**src/rtl/majority_pkg.sv**
```systemverilog
// Shared types and defaults for the majority-vote front end (collector and majority_circuit).
package majority_pkg;

  typedef enum logic {
    IDLE    = 1'b0,
    COLLECT = 1'b1
  } collect_state_t;

  localparam int MAJ_WIDTH_DEFAULT = 5;
  localparam int MAJ_DIV_DEFAULT   = 4;
  localparam int OVR_CNT_W         = 8;

endpackage

```
**src/rtl/sample_tick_gen.sv**
```systemverilog
// Prescaler for the sample collector: pulses tick once every DIV enabled clocks.
module sample_tick_gen
  import majority_pkg::*;
#(
  parameter int DIV = MAJ_DIV_DEFAULT
) (
  input  logic clk,
  input  logic rst_n,
  input  logic en,
  output logic tick
);

  localparam int PW = (DIV > 1) ? $clog2(DIV) : 1;

  logic [PW-1:0] psc;
  logic          wrap;

  assign wrap = (psc == PW'(DIV - 1));
  assign tick = en && wrap;

  // Dropping en restarts the sample period so a re-enable is phase-aligned again.
  always_ff @(posedge clk) begin
    if (!rst_n || !en) begin
      psc <= '0;
    end else if (wrap) begin
      psc <= '0;
    end else begin
      psc <= psc + 1'b1;
    end
  end

endmodule

```
**src/rtl/majority_sample_collector.sv**
```systemverilog
// Samples in_bit every DIV clocks, packs WIDTH_IN samples into a window, offers it on valid/ready.
// Optional drop counter ovr_cnt is built when OVERRUN_CNT_EN is defined.
module majority_sample_collector
  import majority_pkg::*;
#(
  parameter int WIDTH_IN = MAJ_WIDTH_DEFAULT,
  parameter int DIV      = MAJ_DIV_DEFAULT
) (
  input  logic                clk,
  input  logic                rst_n,
  input  logic                en,
  input  logic                in_bit,
  input  logic                clr_ovr,
  output logic [WIDTH_IN-1:0] out_seq,
  output logic                out_valid,
  input  logic                out_ready,
  output logic                overrun
`ifdef OVERRUN_CNT_EN
  ,
  output logic [OVR_CNT_W-1:0] ovr_cnt
`endif
);

  localparam int BW = $clog2(WIDTH_IN);

  collect_state_t state_q, state_d;

  logic                collecting;
  logic                tick;
  logic [WIDTH_IN-2:0] shreg;
  logic [BW-1:0]       bcnt;
  logic [WIDTH_IN-1:0] window;
  logic                done;
  logic                slot_free;
  logic                drop;

  always_ff @(posedge clk) begin
    if (!rst_n) begin
      state_q <= IDLE;
    end else begin
      state_q <= state_d;
    end
  end

  always_comb begin
    state_d    = state_q;
    collecting = 1'b0;
    case (state_q)
      IDLE: begin
        if (en) state_d = COLLECT;
      end
      COLLECT: begin
        if (en) collecting = 1'b1;
        else    state_d    = IDLE;
      end
      default: state_d = IDLE;
    endcase
  end

  sample_tick_gen #(
    .DIV(DIV)
  ) u_tick (
    .clk  (clk),
    .rst_n(rst_n),
    .en   (collecting),
    .tick (tick)
  );

  assign window    = {shreg, in_bit};
  assign done      = tick && (bcnt == BW'(WIDTH_IN - 1));
  assign slot_free = !out_valid || out_ready;
  assign drop      = done && !slot_free;

  // Leaving COLLECT discards any partial window.
  always_ff @(posedge clk) begin
    if (!rst_n || !collecting) begin
      shreg <= '0;
      bcnt  <= '0;
    end else if (tick) begin
      shreg <= window[WIDTH_IN-2:0];
      bcnt  <= done ? '0 : bcnt + 1'b1;
    end
  end

  // A completing window may replace one being consumed this cycle, so no bubble appears.
  always_ff @(posedge clk) begin
    if (!rst_n) begin
      out_seq   <= '0;
      out_valid <= 1'b0;
    end else if (done && slot_free) begin
      out_seq   <= window;
      out_valid <= 1'b1;
    end else if (out_valid && out_ready) begin
      out_valid <= 1'b0;
    end
  end

  always_ff @(posedge clk) begin
    if (!rst_n) begin
      overrun <= 1'b0;
    end else if (drop) begin
      overrun <= 1'b1;
    end else if (clr_ovr) begin
      overrun <= 1'b0;
    end
  end

`ifdef OVERRUN_CNT_EN
  always_ff @(posedge clk) begin
    if (!rst_n) begin
      ovr_cnt <= '0;
    end else if (drop && (ovr_cnt != {OVR_CNT_W{1'b1}})) begin
      ovr_cnt <= ovr_cnt + 1'b1;
    end
  end
`endif

endmodule

```
**config.mk**
```make
export PLATFORM = sky130hd
export DESIGN_NAME = majority_sample_collector
export DESIGN_NICKNAME = d
export VERILOG_FILES = /design/src/rtl/majority_pkg.sv /design/src/rtl/sample_tick_gen.sv /design/src/rtl/majority_sample_collector.sv
export SDC_FILE = /design/constraint.sdc
export NUM_CORES = 1
export LEC_CHECK = 0
export BUFFER_PORTS_ARGS = -buffer_cell sky130_fd_sc_hd__buf_2
export CAP_MARGIN = 20
export CORE_UTILIZATION = 30
export CTS_CLUSTER_SIZE = 30
export DETAILED_ROUTE_END_ITERATION = 10
export PLACE_DENSITY = 0.56
export SLEW_MARGIN = 20
export SYNTH_ARGS = -nofsm -noshare
export SYNTH_HDL_FRONTEND = slang
export SYNTH_SLANG_ARGS = --single-unit
```
**constraint.sdc**
```tcl
create_clock -name clk -period 1.6 [get_ports clk]
set_input_delay 0.08 -clock clk [delete_from_list [all_inputs] [get_ports clk]]
set_output_delay 0.08 -clock clk [all_outputs]
set_load 0.005 [all_outputs]
```
==> reports/metrics.csv <==
metric,value,unit
final setup violation count,0,
Die X,49.81,um
Placer Congestion,0.6706,
Tot GR Track Use,11.02,%
Layout fillers,227,
final WL,1.204,mm
CTS Buf Count,3,
H-Tree Depth,1,
DRT iter0 DRCs,10,
io pins,13,
vias post-DR,538,
Syn. warnings,0,
DR WL/cell,10.56,um
Post-CTS Setup Inserts,0,
crit path max fanout,8,
Worst-path clk slew,0.10,ns
Worst Hold Class,in -> reg,
largest cells by area after synthesis,"dfxtp_1, nand2_1, mux2i_1",
syn avg cell area,9.393,um2
kind of critical path,reg -> reg,
Area Growth Syn to Fin,16.42,%
gr ovfl total,0,
nature of the critical path startpoint,register,
post-route cell area,798.3,um2
DRT antenna net count,0,
CP arrival,1.62,ns
period utilisation layout,87.58,%
post-DP HPWL,932.6,um
TritonRoute pass-1 iters,2,
Vias/cell,4.719,
maximum vdd ir drop,0.0005941,V
CTS resizes,0,
root buf cell,clkbuf_4,
RSZ-0062 raised after global routing,no,
"FFs w/ async S/R, synth",0,%
cts hold-fix bufs,0,
worst path cell trace,"ha_1, nand3_4, nor3_4, mux2i_1",
cells after synthesis,73,
pre-CTS setup slack,0.1775,ns
antenna diode instance count,0,
Most used DFF post-synth,dfxtp_1,
clk sinks,17,
number of flops mapped to enable cells by yosys,0,
DRC errors left,0,
post-layout min period,1.401,ns
CTS tree,done,
worst slew pin tran,0.3683,ns
Yosys top cell area share,49.64,%
Worst-Skew Late Latency,0.29,ns
hold slack,0.04730,ns
die area,0.002481,mm2
Pwr Total,664.6,uW
Mapped Area,685.7,um2
Core ar.,0.002062,mm2
CP max stage cell,nor3_4,
register bit total from synthesis,17,
total negative slack,0,ns
first-pass GRT wire length,2.049,mm
largest net degree at the start of global routing,15,
Std-Cell Rows,16,
layout cells sized above 1,20.69,%
status,completed,
Final WS setup,0.1988,ns
CP required,1.82,ns
critical path endpoint category,register,
max-cap check violation count,0,
leak pwr,0.0002926,uW
initial antenna violation count,0,
"count leader, synth",nand2_1,
tightest slew margin relative to the limit,75.38,%
post-synthesis sequential area ratio,49.64,%
final hold vios,0,
initial core utilization,33.25,%
Final Skew,0.005142,ns
Mapped Nets,82,
Commonest cells post-synth,"nand2_1, dfxtp_1, mux2i_1",
Final Max Tran Viols,0,
nets,97,
Die H,49.81,um
CP peak stage delay,0.38,ns
Yosys top cell by area,dfxtp_1,
Max Fclk,713.6,MHz
PD cells,832.5,mW/mm2
vias in the first global route,510,
clock tree buffer depth,2,
synth unique cells,20,
number of buffers added on ports,12,
placed instance area,770.7,um2
-- worst max-delay path: cells and delay by family (launching register included) --
family                     cells  cell delay [ns]
adders and majority gates      1             0.25
and+or+nand+nor                2             0.52
DFF                            1             0.34
muxes                          1             0.23
-- final timing paths --
check                                         startpoint                       end  slack (ns)  cells after the start
worst max-delay path            u_tick.psc[0]$_SDFF_PP0_   out_seq[0]$_SDFFE_PN0P_        0.20                      4
worst min-delay path                              in_bit     shreg[0]$_SDFFE_PP0P_        0.05                      3
worst max register to register  u_tick.psc[0]$_SDFF_PP0_   out_seq[0]$_SDFFE_PN0P_        0.20                      4
worst min register to register  u_tick.psc[0]$_SDFF_PP0_  u_tick.psc[0]$_SDFF_PP0_        0.43                      1
-- cell families after synthesis --
group	after synthesis	synth area share [%]
AND/OR/NAND/NOR	34	25.91
buffers and inverters	4	2.371
flip-flops	17	49.64
multiplexers	6	8.759
adder cells (fa/ha/maj)	3	5.475
AO/OA/AOI/OAI	8	6.567
XOR/XNOR	1	1.278
-- cell usage in the layout (no fill, tap or decap) --
cell      netlist  layout
a21oi_1         5       5
and2_1          1       1
and3_1          1       1
buf_2           1      12
clkbuf_4        0       3
clkinv_2        0       1
dfxtp_1        17      17
ha_1            3       3
inv_1           2       2
mux2i_1         6       6
nand2_1        19      19
nand3_1         1       1
nand3_4         1       1
nor2_1          2       2
nor2b_1         2       2
nor3_1          4       4
nor3_4          1       1
nor3b_1         2       2
o21a_1          2       2
o21ai_0         1       1
xnor2_1         1       1
-- state kept, by name, indices dropped and copies added (netlist names) --
signal      cells
bcnt            3
out_seq         5
out_valid       1
overrun         1
shreg           4
state_q         1
u_tick.psc      2
-- per-layer routing --
layer	track usage [%]	vias up	part of all wire (%)
met2	18.92	9	49
met3	5.864	0	5.4
met5	0	-	0
met4	2.857	0	0
met1	11.65	256	46
li1	-	273	-
-- through the flow --
step                instances  utilization [%]
finish                    114            38.71
global placement          110            37.38
detailed placement        110            37.38
global route              114            38.71
floorplan                  73                -
CTS                       114            38.71
-- area by class of cell --
| cell class | count | area (um2) | area share [%] |
|---|---|---|---|
| sequential | 17 | 340.3 | 42.63 |
| multi-input combinational | 52 | 329.1 | 41.22 |
| timing repair buffer | 12 | 60.06 | 7.524 |
| tap | 27 | 33.78 | 4.232 |
| clock buffer | 3 | 22.52 | 2.821 |
| inverter | 2 | 7.507 | 0.9404 |
| clock inverter | 1 | 5.005 | 0.6270 |
-- report_power, final --
group | leakage, uW | internal (uW) | total (uW) | switching [uW]
sequential | 0.000137 | 425 | 427 | 1.98
combinational | 0.000138 | 6.22 | 16.6 | 10.4
clock | 0.0000177 | 92.9 | 221 | 128
Power figures use the tool's default switching activity.
